==> src/rtl/mult_div_unit.sv <==
// mult_div_unit
//   Multicycle signed multiply/divide unit behind a start/done handshake.
//   MULT uses radix-2 Booth recoding (one step per cycle), DIV uses
//   restoring division on magnitudes with a sign fix-up on the last step.
//   Results land in HI/LO on the edge that enters FINISH; done follows
//   one cycle later as a registered pulse.
//
// Ports
//   clk      : clock, all state updates on posedge
//   rst      : synchronous reset, active-high
//   start    : request, accepted only in IDLE while done is low
//   op       : 0 = MULT, 1 = DIV (captured with start)
//   a, b     : signed operands (captured with start)
//   busy     : high while a MULT/DIV iteration is in progress
//   done     : one-cycle completion pulse
//   div_zero : high together with done when a DIV had b == 0
//   hi, lo   : MULT upper/lower product, DIV remainder/quotient
module mult_div_unit #(
    parameter int WIDTH = 32
) (
    input  logic             clk,
    input  logic             rst,
    input  logic             start,
    input  logic             op,
    input  logic [WIDTH-1:0] a,
    input  logic [WIDTH-1:0] b,
    output logic             busy,
    output logic             done,
    output logic             div_zero,
    output logic [WIDTH-1:0] hi,
    output logic [WIDTH-1:0] lo
);

    localparam int CW = $clog2(WIDTH);
    // Two guard bits on the accumulator keep Booth add/subtract of the
    // most-negative multiplicand from overflowing before the shift.
    localparam int AW = WIDTH + 2;

    typedef enum logic [1:0] {IDLE, MULT, DIV, FINISH} state_t;

    state_t           state_reg, state_next;
    logic [CW-1:0]    count_reg;
    logic [AW-1:0]    acc_hi_reg;   // Booth accumulator / division remainder
    logic [WIDTH-1:0] acc_lo_reg;   // Booth multiplier / dividend-quotient
    logic             q_m1_reg;     // Booth q[-1]
    logic [WIDTH-1:0] m_reg;        // multiplicand or |divisor|
    logic             sign_a_reg;
    logic             sign_b_reg;
    logic             dz_reg;
    logic             done_reg;
    logic             div_zero_reg;
    logic [WIDTH-1:0] hi_reg;
    logic [WIDTH-1:0] lo_reg;

    logic             launch;
    logic             last_step;
    logic             b_is_zero;

    // start is ignored during the done cycle so a held start only launches
    // once done has dropped.
    assign launch    = (state_reg == IDLE) && start && !done_reg;
    assign last_step = (count_reg == CW'(WIDTH - 1));
    assign b_is_zero = (b == '0);

    // ---------------- Booth step ----------------
    logic [AW-1:0]    m_ext;
    logic [AW-1:0]    booth_sum;
    logic [AW-1:0]    booth_hi;
    logic [WIDTH-1:0] booth_lo;

    assign m_ext = {{2{m_reg[WIDTH-1]}}, m_reg};

    always_comb begin
        booth_sum = acc_hi_reg;
        case ({acc_lo_reg[0], q_m1_reg})
            2'b01:   booth_sum = acc_hi_reg + m_ext;
            2'b10:   booth_sum = acc_hi_reg - m_ext;
            default: booth_sum = acc_hi_reg;
        endcase
    end

    assign booth_hi = {booth_sum[AW-1], booth_sum[AW-1:1]};
    assign booth_lo = {booth_sum[0], acc_lo_reg[WIDTH-1:1]};

    // ---------------- Restoring division step ----------------
    logic [WIDTH:0]   div_shift;
    logic [WIDTH:0]   div_diff;
    logic             q_bit;
    logic [WIDTH:0]   rem_next;
    logic [WIDTH-1:0] quo_next;
    logic [WIDTH-1:0] quo_final;
    logic [WIDTH-1:0] rem_final;

    assign div_shift = {acc_hi_reg[WIDTH-1:0], acc_lo_reg[WIDTH-1]};
    assign div_diff  = div_shift - {1'b0, m_reg};
    assign q_bit     = ~div_diff[WIDTH];
    assign rem_next  = q_bit ? div_diff : div_shift;
    assign quo_next  = {acc_lo_reg[WIDTH-2:0], q_bit};
    // Quotient truncates toward zero; remainder takes the dividend's sign.
    assign quo_final = (sign_a_reg ^ sign_b_reg) ? -quo_next : quo_next;
    assign rem_final = sign_a_reg ? -rem_next[WIDTH-1:0] : rem_next[WIDTH-1:0];

    // ---------------- FSM ----------------
    always_ff @(posedge clk) begin
        if (rst) begin
            state_reg <= IDLE;
        end else begin
            state_reg <= state_next;
        end
    end

    always_comb begin
        state_next = state_reg;
        case (state_reg)
            IDLE: begin
                if (launch) begin
                    if (op && b_is_zero) begin
                        state_next = FINISH;
                    end else begin
                        state_next = op ? DIV : MULT;
                    end
                end
            end
            MULT, DIV: begin
                if (last_step) begin
                    state_next = FINISH;
                end
            end
            FINISH:  state_next = IDLE;
            default: state_next = IDLE;
        endcase
    end

    // ---------------- Datapath ----------------
    always_ff @(posedge clk) begin
        if (rst) begin
            count_reg    <= '0;
            acc_hi_reg   <= '0;
            acc_lo_reg   <= '0;
            q_m1_reg     <= 1'b0;
            m_reg        <= '0;
            sign_a_reg   <= 1'b0;
            sign_b_reg   <= 1'b0;
            dz_reg       <= 1'b0;
            done_reg     <= 1'b0;
            div_zero_reg <= 1'b0;
            hi_reg       <= '0;
            lo_reg       <= '0;
        end else begin
            done_reg     <= (state_reg == FINISH);
            div_zero_reg <= (state_reg == FINISH) && dz_reg;
            case (state_reg)
                IDLE: begin
                    if (launch) begin
                        count_reg  <= '0;
                        acc_hi_reg <= '0;
                        q_m1_reg   <= 1'b0;
                        sign_a_reg <= a[WIDTH-1];
                        sign_b_reg <= b[WIDTH-1];
                        dz_reg     <= op && b_is_zero;
                        if (op) begin
                            acc_lo_reg <= a[WIDTH-1] ? -a : a;
                            m_reg      <= b[WIDTH-1] ? -b : b;
                        end else begin
                            acc_lo_reg <= b;
                            m_reg      <= a;
                        end
                    end
                end
                MULT: begin
                    count_reg  <= count_reg + CW'(1);
                    acc_hi_reg <= booth_hi;
                    acc_lo_reg <= booth_lo;
                    q_m1_reg   <= acc_lo_reg[0];
                    if (last_step) begin
                        hi_reg <= booth_hi[WIDTH-1:0];
                        lo_reg <= booth_lo;
                    end
                end
                DIV: begin
                    count_reg  <= count_reg + CW'(1);
                    acc_hi_reg <= {1'b0, rem_next};
                    acc_lo_reg <= quo_next;
                    if (last_step) begin
                        hi_reg <= rem_final;
                        lo_reg <= quo_final;
                    end
                end
                default: begin
                    count_reg <= '0;
                end
            endcase
        end
    end

    assign busy     = (state_reg == MULT) || (state_reg == DIV);
    assign done     = done_reg;
    assign div_zero = div_zero_reg;
    assign hi       = hi_reg;
    assign lo       = lo_reg;

endmodule

==> config.mk <==
export PLATFORM = sky130hd
export DESIGN_NAME = mult_div_unit
export DESIGN_NICKNAME = d
export VERILOG_FILES = /design/src/rtl/mult_div_unit.sv
export SDC_FILE = /design/constraint.sdc
export NUM_CORES = 1
export LEC_CHECK = 0
export ABC_AREA = 1
export CAP_MARGIN = 0
export CORE_UTILIZATION = 35
export CTS_CLUSTER_DIAMETER = 80
export DETAILED_ROUTE_END_ITERATION = 16
export PLACE_DENSITY = 0.55
export SYNTH_ARGS = -nofsm -noshare
export SYNTH_HDL_FRONTEND = slang
export SYNTH_SLANG_ARGS = --single-unit
export TNS_END_PERCENT = 20
==> constraint.sdc <==
create_clock -name clk -period 5.77 [get_ports clk]
set_input_delay 1.154 -clock clk [delete_from_list [all_inputs] [get_ports clk]]
set_output_delay 1.154 -clock clk [all_outputs]
set_load 0.03 [all_outputs]
==> results of run 1 <==
[worst max-delay path: cells and delay by family (launching register included)]
kind | cells | cell delay, ps
simple gates | 19 | 2530
fa+ha+maj | 4 | 1270
compound gates | 4 | 500
flops | 1 | 340
buf+inv | 3 | 300
[where the power goes]
group	switching (mW)	leakage, nW	total, mW	internal [mW]
Sequential	0.272	1.42	1.64	1.37
Clock	0.612	0.286	1.19	0.579
Combinational	4.04	7.36	5.72	1.68
Total	4.93	9.07	8.55	3.63
[layout by cell type (no fill, tap or decap), drive strengths merged, types with 11 or more instances in the layout]
cell type,count
a21oi,221
a22oi,29
a31oi,56
buf,40
clkbuf,17
clkdlybuf4s50,132
clkinv,13
dfxtp,175
ha,78
inv,442
nand2,762
nand3,217
nand3b,14
nand4,34
nor2,258
nor3,62
o211ai,76
o21ai,172
o221ai,22
o22ai,18
or2,18
xnor2,11
xor2,58
[Yosys cell counts, types with 3 or more instances]
master | n | area share
o21ai_1 | 10 | 0.0029
a21boi_0 | 3 | 0.0013
o21bai_1 | 10 | 0.0044
a22oi_1 | 29 | 0.013
xor2_1 | 58 | 0.030
o21ai_0 | 159 | 0.046
dfxtp_1 | 175 | 0.20
a221oi_1 | 7 | 0.0036
xnor2_1 | 11 | 0.0056
o221ai_1 | 22 | 0.011
buf_2 | 11 | 0.0032
o311ai_0 | 5 | 0.0026
inv_1 | 423 | 0.093
o22ai_1 | 18 | 0.0066
a21o_1 | 4 | 0.0018
a211oi_1 | 7 | 0.0031
nor2_1 | 242 | 0.053
nand3_1 | 209 | 0.061
o21ai_2 | 3 | 0.0015
inv_2 | 14 | 0.0031
nand2_2 | 6 | 0.0022
o31ai_1 | 9 | 0.0039
o211ai_1 | 76 | 0.033
nand2_1 | 756 | 0.17
nor3_2 | 8 | 0.0047
nor2_4 | 5 | 0.0033
buf_1 | 15 | 0.0033
ha_1 | 78 | 0.057
clkbuf_1 | 102 | 0.022
a21oi_1 | 220 | 0.064
or2_2 | 17 | 0.0062
nor4_1 | 10 | 0.0036
nor3_1 | 54 | 0.016
o21a_1 | 5 | 0.0022
nand3_2 | 6 | 0.0035
clkinv_1 | 4 | 0.00088
a31oi_1 | 56 | 0.020
and2_1 | 5 | 0.0018
nor2_2 | 10 | 0.0036
nand3b_1 | 13 | 0.0057
nand4_1 | 32 | 0.012
[per-stage QoR]
stage / hold slack [ps] / instance area [um^2] / setup slack, ps / total power [mW] / instances
floorplan: 410 / 17100 / 1170 / 5.45 / 2929
global placement: 456 / 19000 / 737 / 7.29 / 3587
detailed placement: 457 / 19000 / 794 / 7.29 / 3587
CTS: 468 / 19600 / 757 / 8.49 / 3618
global route: 486 / 19600 / 145 / 9.18 / 3618
finish: 466 / 19600 / 655 / 8.55 / 3618
[metal layers]
metal | up-vias | share of wire
met4 | 0 | 0.050
met3 | 147 | 0.056
met1 | 9349 | 0.41
met2 | 791 | 0.48
met5 | - | 0
li1 | 9839 | -
[layout make-up]
cell class,instances,area share
inverter,441,0.0843
timing repair buffer,172,0.0824
multi-input combinational,2184,0.586
tap,615,0.0392
clock buffer,17,0.0217
sequential,175,0.178
clock inverter,14,0.00841
[path summary, 6_finish.rpt]
check / from / depth (start not counted) / endpoint / slack (ps)
max reg2reg: acc_lo_reg[31] / 30 / lo[30] / 660
min reg2reg: hi[26] / 2 / hi[26] / 470
max: acc_lo_reg[31] / 30 / lo[30] / 660
min: hi[26] / 2 / hi[26] / 470
[kinds of logic (layout without fill, tap and decap cells)]
family                   count (synthesis)  in the layout  synth area share
AND/OR/NAND/NOR                       1381           1381             0.348
AO/OA/AOI/OAI                          653            653             0.227
buffers and inverters                  570            644             0.126
flip-flops                             175            175             0.204
adder cells (fa/ha/maj)                 80             80            0.0593
XOR/XNOR                                69             69            0.0353
multiplexers                             1              1          0.000584
==> impl_results.md, run 1 <==
- Fmax: 196 MHz
- Met2 Use GR: 0.509
- Syn Nets: 3077
- Worst hold path type: flip-flop to flip-flop
- Global-route wire length before repair: 112000 um
- Max incr delay on CP: 460 ps
- Overall die height: 223 um
- Worst slew margin: 0.289
- Starting Density: 0.357
- Core area: 48000 um^2
- # fillers: 5378
- Count of endpoints failing setup in the final report: 0
- Syn Area/Cell: 5.85 um^2
- Layout area overhead: 14.6%
- Clk root buf: clkbuf_16
- TritonCTS clock tree: built
- Crit start category: flip-flop
- Iteration-0 DRC Markers: 1721
- Period utilization: 0.886
- Vias/cell: 5.56
- Mapped Cells: 2929
- Yosys warns: 0
- Die width: 223 um
- Post-Syn Area: 17100 um^2
- # clock sinks: 175
- Nets: 3139
- CP dominant cell by count: nand2_1
- Die Footprint: 49900 um^2
- Critical Path Fanout Max: 7
- Drt pass-1 iters: 6
- Async SR Flop Fraction: 0
- Worst Path Required: 6090 ps
- Number of H-tree levels: 4
- Leakage: 9.07 nW
- Post-route ant nets: 0
- DRC: 0
- Initial antenna violation count: 0
- Io pins: 135
- Met1 Use GR: 0.361
- EDFF count, synth: 0
- Worst-Margin Slew: 1060 ps
- Main flop type after synthesis: dfxtp_1
- Port bufs: 134
- Max reg flops: 34
- Peak supply drop: 265 uV
- Cell variety after synth: 58
- CP endpoint kind: flip-flop
- Met3 Use GR: 0.0320
- WL/cell: 20.5 um
- Fin util: 0.409
- GR Overflow Total: 0
- GRT Total Usage: 0.294
- Via count: 20100
- GRT Max-Usage Layer: met2
- N_diodes: 0
- Critical Path AT: 5430 ps
- GPL Wtd Cong: 1.01
- Multi-input logic area: 11500 um^2
- Status: finished, final reports clean
- Clk slew on worst S/H paths: 80 ps
- Setup Buffers After CTS: 0
- Fin. Hold Viols: 0
- Final HPWL DP: 59000 um
- Minimum clock period: 5110 ps
- RSZ-0062 raised after global routing: false
- Fin Setup TNS: 0 ps
- CTS-repair resized insts: 0
- Register area: 3500 um^2
- Worst skew pair latency: 470 ps
- DRT Wirelength: 74200 um
- Cell Rows: 80
- Sequential share of the synthesized area: 0.204
- Fin. max-slew vios: 0
- Worst clock skew: 19.9 ps
- CP max stage cell: fa_1
- Register bit count reported by yosys: 175
- Largest net degree at the start of global routing: 90
- Vias in the first global route: 19000
- # hold bufs at CTS: 0
- WS Path Type: flip-flop to flip-flop
- Max-cap viol count: 0
- Max Root-Sink Buffers: 2
- Power Density: 436 nW/um^2
- CTS buffer count: 17
- Share of cells above drive strength 1: 0.0509
Power figures use the tool's default switching activity.
==> run 2: changes to the inputs <==
--- a/config.mk
+++ b/config.mk
@@ -8,6 +8,7 @@
 export ABC_AREA = 1
 export CAP_MARGIN = 0
 export CORE_UTILIZATION = 35
+export CTS_BUF_LIST = sky130_fd_sc_hd__clkbuf_4 sky130_fd_sc_hd__clkbuf_8
 export CTS_CLUSTER_DIAMETER = 80
 export DETAILED_ROUTE_END_ITERATION = 16
 export PLACE_DENSITY = 0.55
==> run 2 against run 1 <==
  * Final cell count stayed put
  * Setup slack better by 18 ps
  * Non-clock buffer count is the same
  * Clock-buffer cell count is the same
  * Register-to-register slack better by 20 ps
  * Flip-flop and latch count is the same
  * Sequential power is essentially flat
  * Largest cell class unchanged
  * Routed wire length barely moved
  * Critical path type unchanged
  * Highest routed layer unchanged
  * Power fell by 3.4%
  * Clock skew up 15 ps
==> impl_results.md, run 2 (same netlist as run 1, synthesis figures left out) <==
- Power Density: 425 nW/um^2 (-2.4%)
- CP max stage cell: nor3_1
- RSZ-0062 raised after global routing: false
- Max incr delay on CP: 450 ps (about the same)
- Minimum clock period: 5100 ps (-18.3 ps)
- Hold path depth: 2 (unchanged)
- Max Root-Sink Buffers: 2 (unchanged)
- R2R cell count: 28 (-6.7%)
- Worst Path Required: 6180 ps (+90 ps)
- Clk root buf: clkbuf_8
- Worst skew pair latency: 540 ps (+70 ps)
- Number of H-tree levels: 4 (unchanged)
- Max-cap viol count: 0 (unchanged)
- FF-to-FF setup slack: 670 ps (+20 ps)
- Max reg flops: 34 (unchanged)
- WL/cell: 20.5 um (about the same)
- Cell total after placement: 3587 (unchanged)
- Vias/cell: 5.55 (-0.29%)
- Share of cells above drive strength 1: 0.0509 (unchanged)
- Crit start category: flip-flop
- Die Footprint: 49900 um^2 (unchanged)
- Clk slew on worst S/H paths: 100 ps (+20 ps)
- Io pins: 135 (unchanged)
- CTS-repair resized insts: 0 (unchanged)
- # hold bufs at CTS: 0 (unchanged)
- CP delay by family, top: simple AND/OR/NAND/NOR gates
- Fin. max-slew vios: 0 (unchanged)
- Hold endpoint: hi[26]
- Cell Rows: 80 (unchanged)
- Commonest cells after routing, fill and taps aside: nand2_1 (756), inv_1 (420), nor2_1 (241)
- Overall die height: 223 um (unchanged)
- DRC: 0 (unchanged)
- Via count: 20100 (-0.29%)
- Core area: 48000 um^2 (unchanged)
- Peak supply drop: 210 uV (-21%)
- Post-route ant nets: 0 (unchanged)
- # fillers: 5403 (+0.46%)
- Vias in the first global route: 19000 (+0.068%)
- TritonCTS clock tree: built
- Fmax: 196 MHz (+0.36%)
- CP dominant cell by count: nand2_1
- Final Power: 8.27 mW (-3.4%)
- Most common cell after layout, fill and taps aside: nand2_1
- GR Overflow Total: 0 (unchanged)
- Period utilization: 0.883 (-0.00317)
- CP Buf/Inv Count: 4 (+1)
- Layout area overhead: 13.4%
- # clock sinks: 175 (unchanged)
- GRT Total Usage: 0.293 (about the same)
- Worst reg2reg endpoint: hi[31]
- Worst reg2reg path startpoint: m_reg[1]
- Final HPWL DP: 59000 um (unchanged)
- Worst clock skew: 34.6 ps (+14.7 ps)
- Fin Setup TNS: 0 ps (unchanged)
- Worst-Margin Slew: 1070 ps (+1.51 ps)
- Setup Buffers After CTS: 0 (unchanged)
- Leakage: 8.98 nW (-0.96%)
- Nets: 3139 (unchanged)
- Critical Path AT: 5510 ps (+80 ps)
- WS Path Type: flip-flop to flip-flop
- Fin. Hold Viols: 0 (unchanged)
- CTS buffer count: 17 (unchanged)
- Largest net degree at the start of global routing: 90 (unchanged)
- Starting Density: 0.357 (unchanged)
- CP endpoint kind: flip-flop
- Count of endpoints failing setup in the final report: 0 (unchanged)
- Global-route wire length before repair: 112000 um (about the same)
- Initial antenna violation count: 0 (unchanged)
- GPL Wtd Cong: 1.01 (unchanged)
- Drt pass-1 iters: 8 (+2)
- Worst hold path type: flip-flop to flip-flop
- Die width: 223 um (unchanged)
- Port bufs: 134 (unchanged)
- Worst slew margin: 0.288 (-0.00101)
- Hold Startpoint: hi[26]
- Fin cells: 3618 (unchanged)
- Iteration-0 DRC Markers: 1791 (+4.1%)
- DRT Wirelength: 74200 um (about the same)
- Critical Path Fanout Max: 6 (-1)
- N_diodes: 0 (unchanged)
- Status: finished, final reports clean
## run 2: per-layer routing
layer	vias up	part of all wire	wire, um	GRT usage
met5	-	0	0	0
met4	0	0.047	3510	0.137
met3	131	0.050	3680	0.0302
met2	755	0.48	35600	0.512
met1	9354	0.42	31300	0.362
li1	9828	-	-	-
## run 2: final cells by class
cell class / instances / area [um^2] / share of cell area
timing repair buffer: 172 / 1620 / 0.0833
inverter: 441 / 1660 / 0.0851
tap: 615 / 769 / 0.0396
multi-input combinational: 2184 / 11500 / 0.591
clock inverter: 14 / 165 / 0.00849
clock buffer: 17 / 234 / 0.0120
sequential: 175 / 3500 / 0.180
## run 2: worst reg2reg max path: cells and delay by family (launching register included)
| kind | cells | cell delay [ps] |
|---|---|---|
| AND/OR/NAND/NOR | 18 | 2890 |
| AO/OA/AOI/OAI | 3 | 600 |
| adder cells (fa/ha/maj) | 2 | 590 |
| buffers and inverters | 4 | 440 |
| flip-flops | 1 | 300 |
| XOR/XNOR | 1 | 220 |
## run 2: how the worst max path moves through the flow
stage | startpoint | endpoint | slack (ps) | depth (start not counted)
after global routing | acc_lo_reg[31] | lo[30] | 140 | 30
after CTS | acc_lo_reg[31] | lo[30] | 750 | 30
after detailed placement | acc_lo_reg[31] | lo[30] | 790 | 30
final | m_reg[1] | hi[31] | 670 | 28
after global placement | m_reg[1] | hi[31] | 740 | 28
after floorplan | acc_lo_reg[31] | lo[30] | 1170 | 32
## run 2: stage by stage
step	worst slack (ps)	util	area, um^2	hold slack [ps]
floorplan	1170	-	17100	410
global placement	737	0.396	19000	456
detailed placement	794	0.396	19000	457
CTS	752	0.405	19400	473
global route	138	0.405	19400	491
finish	673	0.405	19400	470
## run 2: report_power, final
group | switching (mW) | internal (mW)
registers | 0.274 | 1.37
logic | 4.05 | 1.68
clock network | 0.576 | 0.324
==> run 3: changes to the inputs <==
--- a/config.mk
+++ b/config.mk
@@ -7,11 +7,13 @@
 export LEC_CHECK = 0
 export ABC_AREA = 1
 export CAP_MARGIN = 0
+export CELL_PAD_IN_SITES_DETAIL_PLACEMENT = 0
+export CELL_PAD_IN_SITES_GLOBAL_PLACEMENT = 1
 export CORE_UTILIZATION = 35
 export CTS_BUF_LIST = sky130_fd_sc_hd__clkbuf_4 sky130_fd_sc_hd__clkbuf_8
 export CTS_CLUSTER_DIAMETER = 80
 export DETAILED_ROUTE_END_ITERATION = 16
-export PLACE_DENSITY = 0.55
+export PLACE_DENSITY = 0.74
 export SYNTH_ARGS = -nofsm -noshare
 export SYNTH_HDL_FRONTEND = slang
 export SYNTH_SLANG_ARGS = --single-unit
==> run 3 against run 2 <==
  * Clock skew fell by 12 ps
  * Via count fell by 1.6%
  * Die area stayed put
  * Combinational power shrank 1%
  * Core utilization rose by 0.15 points
  * Flip-flop and latch count unchanged
  * Maximum frequency increased by 0.62%
  * Critical endpoint is now hi[22]
==> impl_results.md, run 3 (same netlist as run 1, synthesis figures left out) <==
- Status: finished, final reports clean
- Critical Path Fanout Max: 36 (+30)
- CTS-repair resized insts: 0 (unchanged)
- FF-to-FF setup slack: 710 ps (+30 ps)
- Clk slew on worst S/H paths: 110 ps (about the same)
- Worst clock skew: 22.9 ps (-11.7 ps)
- Core area: 48000 um^2 (unchanged)
- Minimum clock period: 5060 ps (-31.6 ps)
- Worst reg2reg endpoint: hi[22]
- GR Overflow Total: 0 (unchanged)
- Worst slew margin: 0.285 (-0.00363)
- R2R cell count: 32 (+14%)
- Logic gate share of total power: 0.682 (-0.010)
- Crit start category: flip-flop
- Max incr delay on CP: 520 ps (+70 ps)
- Die width: 223 um (unchanged)
- Commonest cells after routing, fill and taps aside: nand2_1 (756), inv_1 (420), nor2_1 (241)
- Fmax: 197 MHz (+0.62%)
- Vias in the first global route: 18700 (-1.6%)
- Clk pwr share: 0.119 (+0.010)
- DRC: 0 (unchanged)
- Leakage: 9.02 nW (+0.45%)
- Share of cells above drive strength 1: 0.0525 (+0.00158)
- Overall die height: 223 um (unchanged)
- N_diodes: 0 (unchanged)
- Critical Path AT: 5540 ps (+30 ps)
- Fin. Hold Viols: 0 (unchanged)
- Clk root buf: clkbuf_8
- Fin Setup TNS: 0 ps (unchanged)
- Initial antenna violation count: 1 (+1)
- Cell Rows: 80 (unchanged)
- Multi-input logic area: 11500 um^2 (unchanged)
- Max reg flops: 34 (unchanged)
- Fin. max-slew vios: 0 (unchanged)
- Cell Int Power: 3.48 mW (+3.2%)
- RSZ-0062 raised after global routing: false
- Final HPWL DP: 57100 um (-3.3%)
- CP endpoint kind: flip-flop
- GPL Wtd Cong: 1.00 (-0.68%)
- Worst Path Required: 6240 ps (+60 ps)
- WS Path Type: flip-flop to flip-flop
- CP Capture Point: hi[22]
- Worst reg2reg path startpoint: acc_lo_reg[31]
- Most common cell after layout, fill and taps aside: nand2_1
- Worst skew pair latency: 540 ps (about the same)
- CTS buffer count: 17 (unchanged)
- Layout area overhead: 13.9%
- Max Root-Sink Buffers: 2 (unchanged)
- Max-cap viol count: 0 (unchanged)
- Setup Buffers After CTS: 0 (unchanged)
- Worst Hold Slack: 471 ps (+1.35 ps)
- Period utilization: 0.878 (-0.00548)
- Nets: 3143 (+0.13%)
- CP max stage cell: ha_1
- Count of endpoints failing setup in the final report: 0 (unchanged)
- Die Footprint: 49900 um^2 (unchanged)
- Largest net degree at the start of global routing: 90 (unchanged)
- Starting Density: 0.357 (unchanged)
- CP dominant cell by count: nand2_1
- Number of H-tree levels: 4 (unchanged)
- # clock sinks: 175 (unchanged)
- Final std cell area, no fill: 19500 um^2 (+0.37%)
- # fillers: 5302 (-1.9%)
- Worst Setup SP: acc_lo_reg[31]
- Port bufs: 134 (unchanged)
- TritonCTS clock tree: built
- Sw power: 4.82 mW (-1.5%)
- Power Density: 425 nW/um^2 (about the same)
- Final Power: 8.30 mW (+0.40%)
- Via count: 19800 (-1.6%)
- Io pins: 135 (unchanged)
- WL/cell: 19.8 um (-3.6%)
- Vias/cell: 5.45 (-1.7%)
- Global-route wire length before repair: 109000 um (-2.7%)
- Post-route ant nets: 0 (unchanged)
- DRT Wirelength: 71600 um (-3.5%)
- Register area: 3500 um^2 (unchanged)
- Worst-Margin Slew: 1070 ps (+6.99 ps)
- DP Area: 19100 um^2 (+0.16%)
- Switching share of power: 0.581 (-0.0114)
- Worst hold path type: flip-flop to flip-flop
- # hold bufs at CTS: 0 (unchanged)
- Sequential share of power: 0.199 (about the same)
- Drt pass-1 iters: 5 (-3)
- Peak supply drop: 212 uV (+0.81%)
- Iteration-0 DRC Markers: 1640 (-8.4%)
- GRT Total Usage: 0.284 (-0.00910)
run 3: cell count changes in the layout (fill, tap and decap cells not counted), moves of 2 or more:
cell	delta
bufinv_16	+2
buf_4	+4
clkinv_4	-3
inv_8	+2
clkinv_8	-2
run 3: power groups by stage:
stage,clock network (mW),logic (mW),registers (mW)
6_report,0.992,5.66,1.65
5_1_grt,1.05,6.25,1.67
4_1_cts,1.01,5.62,1.64
3_5_place_dp,0,5.60,1.67
3_3_place_gp,0,5.58,1.67
2_1_floorplan,0,3.93,1.52
run 3: worst min path at each step:
stage,from,end,slack [ps],depth (start not counted)
finish,hi[19],hi[19],470,2
global route,dz_reg,dz_reg,480,2
CTS,dz_reg,div_zero,470,2
detailed placement,dz_reg,div_zero,450,2
global placement,hi[13],hi[13],460,2
floorplan,dz_reg,div_zero,410,2
run 3: area by class of cell:
cell class | count | share of cell area
well taps | 615 | 0.0394
clock buffers | 18 | 0.0127
inverters | 441 | 0.0848
clock inverters | 14 | 0.00987
multi-input cells | 2184 | 0.589
repair buffers | 176 | 0.0845
flip-flops and latches | 175 | 0.179
run 3: routing by layer:
layer | routed length (um) | GRT usage
met2 | 34300 | 0.494
met4 | 3370 | 0.128
met3 | 3520 | 0.0340
met5 | 0 | 0
met1 | 30400 | 0.351
run 3: worst max-delay path: cells and delay by family, from the launching register on:
| family | cells | cell delay, ps |
|---|---|---|
| compound gates | 4 | 820 |
| flops | 1 | 350 |
| fa+ha+maj | 3 | 1120 |
| simple gates | 21 | 1910 |
| buf+inv | 4 | 780 |
run 3: per-stage QoR:
step | cells | setup WS, ps | util
finish | 3623 | 705 | 0.406
global route | 3623 | 171 | 0.406
CTS | 3623 | 692 | 0.406
detailed placement | 3591 | 720 | 0.397
global placement | 3591 | 800 | 0.397
floorplan | 2929 | 1170 | -
